$ cat config.mk
export PLATFORM = sky130hd
export DESIGN_NAME = if_prefetch_unit
export DESIGN_NICKNAME = d
export VERILOG_FILES = /design/src/rtl/if_prefetch_unit.sv
export SDC_FILE = /design/constraint.sdc
export NUM_CORES = 1
export LEC_CHECK = 0
export ABC_AREA = 1
export CAP_MARGIN = 40
export CORE_MARGIN = 2
export CORE_UTILIZATION = 45
export CTS_BUF_LIST = sky130_fd_sc_hd__clkbuf_2
export CTS_CLUSTER_DIAMETER = 30
export DETAILED_ROUTE_END_ITERATION = 10
export HOLD_SLACK_MARGIN = 0.08
export MAX_ROUTING_LAYER = met4
export PLACE_DENSITY_LB_ADDON = 0.12
export SKIP_CTS_REPAIR_TIMING = 1
export SYNTH_ARGS = -nofsm -noshare
export SYNTH_HDL_FRONTEND = slang
export SYNTH_SLANG_ARGS = --single-unit
$ cat constraint.sdc
create_clock -name clk -period 13 [get_ports clk]
set_input_delay 2.6 -clock clk [delete_from_list [all_inputs] [get_ports clk]]
set_output_delay 2.6 -clock clk [all_outputs]
set_load 0.005 [all_outputs]
$ cat src/rtl/if_prefetch_unit.sv
// Fetch front end: PC generator, single-outstanding ROM request port and DEPTH-entry prefetch queue to ID.
// Latency: ROM accept to ID head is L+1 cycles (L = ROM response latency, >= 1).
// Backpressure: a queue slot is reserved per in-flight request; rom_ce_o drops when full or on redirect.
module if_prefetch_unit #(
  parameter int                ADDR_W   = 32,
  parameter int                DATA_W   = 32,
  parameter int                DEPTH    = 4,
  parameter logic [ADDR_W-1:0] RESET_PC = '0
) (
  input  logic                       clk,
  input  logic                       rst,
  output logic                       rom_ce_o,
  output logic [ADDR_W-1:0]          rom_addr_o,
  input  logic                       rom_ready_i,
  input  logic                       rom_valid_i,
  input  logic [DATA_W-1:0]          rom_data_i,
  input  logic                       stall_i,
  input  logic                       branch_flag_i,
  input  logic [ADDR_W-1:0]          branch_target_address_i,
  output logic [ADDR_W-1:0]          id_pc_o,
  output logic [DATA_W-1:0]          id_inst_o,
  output logic                       id_valid_o,
  output logic [$clog2(DEPTH+1)-1:0] q_count_o
);

  localparam int PTR_W = $clog2(DEPTH);
  localparam int CNT_W = $clog2(DEPTH+1);
  localparam int SUM_W = CNT_W + 1;

  typedef enum logic {SEQ, DS_OWED} state_e;

  state_e            state_q, state_d;
  logic [ADDR_W-1:0] fetch_pc_q, fetch_pc_d;
  logic [ADDR_W-1:0] req_pc_q, req_pc_d;
  logic [ADDR_W-1:0] pend_tgt_q, pend_tgt_d;
  logic              outstanding_q, outstanding_d;
  logic              discard_q, discard_d;
  logic [PTR_W-1:0]  rd_ptr_q, rd_ptr_d;
  logic [PTR_W-1:0]  wr_ptr_q, wr_ptr_d;
  logic [CNT_W-1:0]  count_q, count_d;
  logic [ADDR_W-1:0] pc_mem_q [DEPTH];
  logic [ADDR_W-1:0] pc_mem_d [DEPTH];
  logic [DATA_W-1:0] inst_mem_q [DEPTH];
  logic [DATA_W-1:0] inst_mem_d [DEPTH];

  logic              head_vld, pop, redir, redir_multi;
  logic              resp, discard_now, push, accept;
  logic [SUM_W-1:0]  slots_used;

  // Handshake decode: response/push, pop/redirect, and request gating with slot reservation
  always_comb begin
    head_vld    = rst & (count_q != '0);
    pop         = head_vld & ~stall_i;
    redir       = pop & branch_flag_i & (state_q == SEQ);
    redir_multi = redir & (count_q >= CNT_W'(2));
    resp        = rom_valid_i & outstanding_q;
    // A redirect that drops younger entries also drops a response landing this cycle
    discard_now = discard_q | redir_multi;
    push        = resp & ~discard_now;
    // Occupied entries after this cycle's push plus any request still in flight
    slots_used  = {1'b0, count_q} + SUM_W'(push) + SUM_W'(outstanding_q & ~rom_valid_i);
    rom_ce_o    = rst & (~outstanding_q | rom_valid_i) & (slots_used < SUM_W'(DEPTH)) & ~branch_flag_i;
    accept      = rom_ce_o & rom_ready_i;
    rom_addr_o  = fetch_pc_q;
    id_valid_o  = head_vld;
    id_pc_o     = head_vld ? pc_mem_q[rd_ptr_q] : '0;
    id_inst_o   = head_vld ? inst_mem_q[rd_ptr_q] : '0;
    q_count_o   = rst ? count_q : '0;
  end

  // Next-state: fetch PC, outstanding tracking, queue pointers and delay-slot redirect handling
  always_comb begin
    state_d       = state_q;
    fetch_pc_d    = fetch_pc_q;
    req_pc_d      = req_pc_q;
    pend_tgt_d    = pend_tgt_q;
    outstanding_d = outstanding_q;
    discard_d     = discard_q;
    rd_ptr_d      = rd_ptr_q;
    wr_ptr_d      = wr_ptr_q;
    count_d       = count_q;

    if (resp) begin
      outstanding_d = 1'b0;
      discard_d     = 1'b0;
    end

    if (accept) begin
      outstanding_d = 1'b1;
      req_pc_d      = fetch_pc_q;
      // The delay-slot fetch has just gone out; the owed target follows it
      if (state_q == DS_OWED) begin
        fetch_pc_d = pend_tgt_q;
        state_d    = SEQ;
      end else begin
        fetch_pc_d = fetch_pc_q + ADDR_W'(4);
      end
    end

    if (push) wr_ptr_d = wr_ptr_q + PTR_W'(1);
    if (pop)  rd_ptr_d = rd_ptr_q + PTR_W'(1);
    count_d = count_q + CNT_W'(push) - CNT_W'(pop);

    if (redir) begin
      if (count_q >= CNT_W'(2)) begin
        // Keep only the delay slot behind the popped branch
        rd_ptr_d   = rd_ptr_q + PTR_W'(1);
        wr_ptr_d   = rd_ptr_q + PTR_W'(2);
        count_d    = CNT_W'(1);
        fetch_pc_d = branch_target_address_i;
        if (outstanding_q & ~rom_valid_i) discard_d = 1'b1;
      end else if (outstanding_q) begin
        // In-flight fetch is the delay slot and is kept
        fetch_pc_d = branch_target_address_i;
      end else begin
        // Delay slot not fetched yet: fetch branch+4 first, then the target
        state_d    = DS_OWED;
        pend_tgt_d = branch_target_address_i;
      end
    end
  end

  // Queue storage write port
  always_comb begin
    pc_mem_d   = pc_mem_q;
    inst_mem_d = inst_mem_q;
    if (push) begin
      pc_mem_d[wr_ptr_q]   = req_pc_q;
      inst_mem_d[wr_ptr_q] = rom_data_i;
    end
  end

  // Control registers with synchronous active-low reset
  always_ff @(posedge clk) begin
    if (!rst) begin
      state_q       <= SEQ;
      fetch_pc_q    <= RESET_PC;
      req_pc_q      <= '0;
      pend_tgt_q    <= '0;
      outstanding_q <= 1'b0;
      discard_q     <= 1'b0;
      rd_ptr_q      <= '0;
      wr_ptr_q      <= '0;
      count_q       <= '0;
    end else begin
      state_q       <= state_d;
      fetch_pc_q    <= fetch_pc_d;
      req_pc_q      <= req_pc_d;
      pend_tgt_q    <= pend_tgt_d;
      outstanding_q <= outstanding_d;
      discard_q     <= discard_d;
      rd_ptr_q      <= rd_ptr_d;
      wr_ptr_q      <= wr_ptr_d;
      count_q       <= count_d;
    end
  end

  // Queue storage needs no reset; entries are only read when counted valid
  always_ff @(posedge clk) begin
    pc_mem_q   <= pc_mem_d;
    inst_mem_q <= inst_mem_d;
  end

endmodule
==> impl_results.md <==
- Flop-to-flop setup slack: a little under 10 ns
- Final Skew: 0.0750 ns
- Period utilisation layout: 0.649
- Mapped Avg Cell Area: 9.39 um2
- Via count: approximately 12,000
- Clk buf depth: 3
- Net count reported at finish: 1,931
- Gr busiest metal: met2
- Clock Root Buffer: clkbuf_2
- GP Congestion: around 0.84
- Yosys warns: 0
- Pin count of the biggest net entering global routing: 71
- Iter 0 DRT Violations: 721
- Arrival time worst endpoint: about 5.8 ns
- Fmax: ~0.12 GHz
- Worst Path Max Fanout: between 40 and 50
- Hold_sp: pend_tgt_q[23]
- Syn_nets: 1,745
- Number of synthesized register bits: 362
- Total grt overflow: 0
- Pleak: about 7.1 nW
- Maximum vdd drop: ~0.000064 V
- DR WL/cell: roughly 17 um
- WS Path Type: in -> out
- Hold WS: around 0.45 ns
- Number of H-tree levels: 3
- Seq/Total Area, Yosys: 0.628
- End point of the worst hold path: pend_tgt_q[23]
- Tot Pwr: 2.58 mW
- GRT Total Usage: 0.232
- # Max-Cap Violations: 0
- Critical Path RT: approximately 10 ns
- Final hold vios: 0
- Worst setup SP type: input pin
- Crit-path cells: clkdlybuf4s50_1 -> buf_4 -> nand2_1 -> nand3_2 -> nand4_4 -> nand3_1 -> nand2_2 -> nand2_1 -> nand2_2 -> nand2_1 -> nor2_4 -> buf_4 -> clkdlybuf4s50_1
- Clock slew at reported path FFs: 0.10 ns
- Die Ht: around 190 um
- CP Capture Type: output pin
- Worst Reg-to-Reg Cells: 14
- Hold Path Depth: 2
- I/O pins: about 170
- Share of cells above drive strength 1: 0.103
- Skew-Pair Late Insertion Delay: 0.90 ns
- Rel. slew slack: 0.436
- Area growth syn-to-layout: 20.2%
- Initial antenna violation count: 1
- I/O Buffers: 170
- Setup_tns: 0 ns
- Commonest non-fill, non-tap cell in the layout: nor2_1
- Dpl hpwl: between 20,000 and 25,000 um
- First drt pass iteration count: 5
- CTS tree: yes
- Horiz. Die Dim: ~190 um
- Met1 Usage GRT: 0.307
- Worst-margin pin slew: about 0.84 ns
- Max incr delay on CP: 0.59 ns
- Core area: 34,400 um2
- Cell mode on critical path: nand2_1
- Num CTS Buffers: roughly 90
- Crit path max-delay family: simple AND/OR/NAND/NOR gates
- Synth Flop Type: edfxtp_1
- Commonest cells after routing, fill and taps aside: 375 x nor2_1, 256 x edfxtp_1, 229 x nand2_1, 184 x o21ai_0, 169 x clkdlybuf4s50_1
- FFs w/ async S/R, synth: 0
- Vias in the first global route: between 10,000 and 15,000
- Clock sinks: 362
- Slew Limit Fails: 0
- Cell Area, Synth: 15,600 um2
- Via density: 5.10
- Initial core utilization: 0.455
- Row cnt: between 60 and 70
- Final setup violation count: 0
- Met3 usage: 0.0412
- Pwr/cell area: 138 nW/um2
- Routed Antenna Nets: 0
- Synth unique cells: 35
- Slowest CP cell: clkdlybuf4s50_1
- RSZ-0062 raised after global routing: false
- CP bufs+invs: 4
- Drt total wl: slightly above 40,000 um
- Met2 Use GR: 0.363
- Reg-to-Reg Start: count_q[1]
- Die area: between 30,000 and 40,000 um2
- Post-route DRC: 0
- First-pass GRT wire length: approximately 64,000 um
- HP Class: reg -> reg
- Tmin final: about 8.4 ns
- Outcome: finished clean
- Cell count after synthesis: ~1,700
- EDFF count, synth: between 200 and 300
- R2R Path End: rom_addr_o[25]
==> layout make-up <==
cell class              count  area [um2]
diodes                      1        2.50
clock buffers             135         676
clock inverters            34         243
fillers                  3215       15600
inverters                 106         399
multi-input cells        1093        5020
flip-flops and latches    362        9810
well taps                 455         569
repair buffers            195        2050
==> worst register-to-register path, stage by stage (launching register included) <==
cell and delay (ns):
dfxtp_1 0.37, inv_1 0.12, ha_1 0.21, inv_1 0.08
nand4_4 0.13, nand3_1 0.09, nand2_2 0.11, nand2_1 0.07
nand2_2 0.56, nand4_2 0.52, buf_4 0.43, nand2_1 0.13
nand3_1 0.07, nand2_1 0.06, inv_1 0.03
==> flip-flops by register name, summed over array words and instances (netlist names) <==
| register | cells |
|---|---|
| inst_mem_q | 128 |
| discard_q | 1 |
| pc_mem_q | 128 |
| req_pc_q | 32 |
| state_q | 1 |
| rom_addr_o | 32 |
| wr_ptr_q | 2 |
| rd_ptr_q | 2 |
| count_q | 3 |
| outstanding_q | 1 |
| pend_tgt_q | 32 |
==> report_power, final <==
group / switching (mW) / internal [mW] / total [mW] / leakage [nW]
combinational: 0.277 / 0.214 / 0.491 / 3.01
clock: 0.449 / 0.360 / 0.808 / 0.688
sequential: 0.0322 / 1.25 / 1.29 / 3.41
total: 0.758 / 1.83 / 2.58 / 7.11
==> routing by layer <==
layer	vias up	wire [um]
li1	6064	-
met1	5663	18200
met2	364	18900
met3	59	2350
met4	0	754
met5	-	0
==> stage by stage <==
| step | area (um2) | setup slack, ns | util | instances |
|---|---|---|---|---|
| floorplan | 15600 | 6.71 | - | 1664 |
| global placement | 17600 | 4.65 | 0.513 | 2202 |
| detailed placement | 17900 | 4.56 | 0.519 | 2211 |
| CTS | 18800 | 4.55 | 0.546 | 2380 |
| global route | 18800 | 4.26 | 0.546 | 2381 |
| finish | 18800 | 4.56 | 0.546 | 2381 |
==> cells in the mapped netlist (3+ instances only) <==
| master | n | area, um2 |
|---|---|---|
| a21boi_0 | 3 | 22.5 |
| a21oi_1 | 138 | 691 |
| buf_1 | 15 | 56.3 |
| buf_2 | 5 | 25.0 |
| nand3_1 | 73 | 365 |
| nand2_1 | 229 | 860 |
| nand3b_1 | 4 | 30.0 |
| inv_1 | 103 | 387 |
| clkbuf_1 | 75 | 282 |
| ha_1 | 10 | 125 |
| buf_4 | 7 | 52.6 |
| edfxtp_1 | 256 | 7690 |
| dfxtp_1 | 106 | 2120 |
| inv_2 | 3 | 11.3 |
| xor2_1 | 4 | 35.0 |
| nand4_1 | 35 | 219 |
| o21ai_0 | 184 | 921 |
| nor2_1 | 379 | 1420 |
| xnor2_1 | 14 | 123 |
==> cell families (layout without fill, tap and decap cells) <==
group           after synthesis  count (layout)  synth area share
compound gates              331             331             0.107
xor+xnor                     18              18            0.0101
fa+ha+maj                    11              11           0.00929
buf+inv                     209             470            0.0528
flops                       362             362             0.628
other cells                   0               1                 0
simple gates                733             733             0.193
==> worst max-delay path by stage <==
stage          slack, ns  cells after the start         from  endpoint
6_report            4.56                     13          rst  rom_ce_o
5_1_grt             4.26                     13          rst  rom_ce_o
4_1_cts             4.55                     13          rst  rom_ce_o
3_5_place_dp        4.56                     13          rst  rom_ce_o
3_3_place_gp        4.65                     13          rst  rom_ce_o
2_1_floorplan       6.71                      8  rom_valid_i  rom_ce_o
Power figures use the tool's default switching activity.
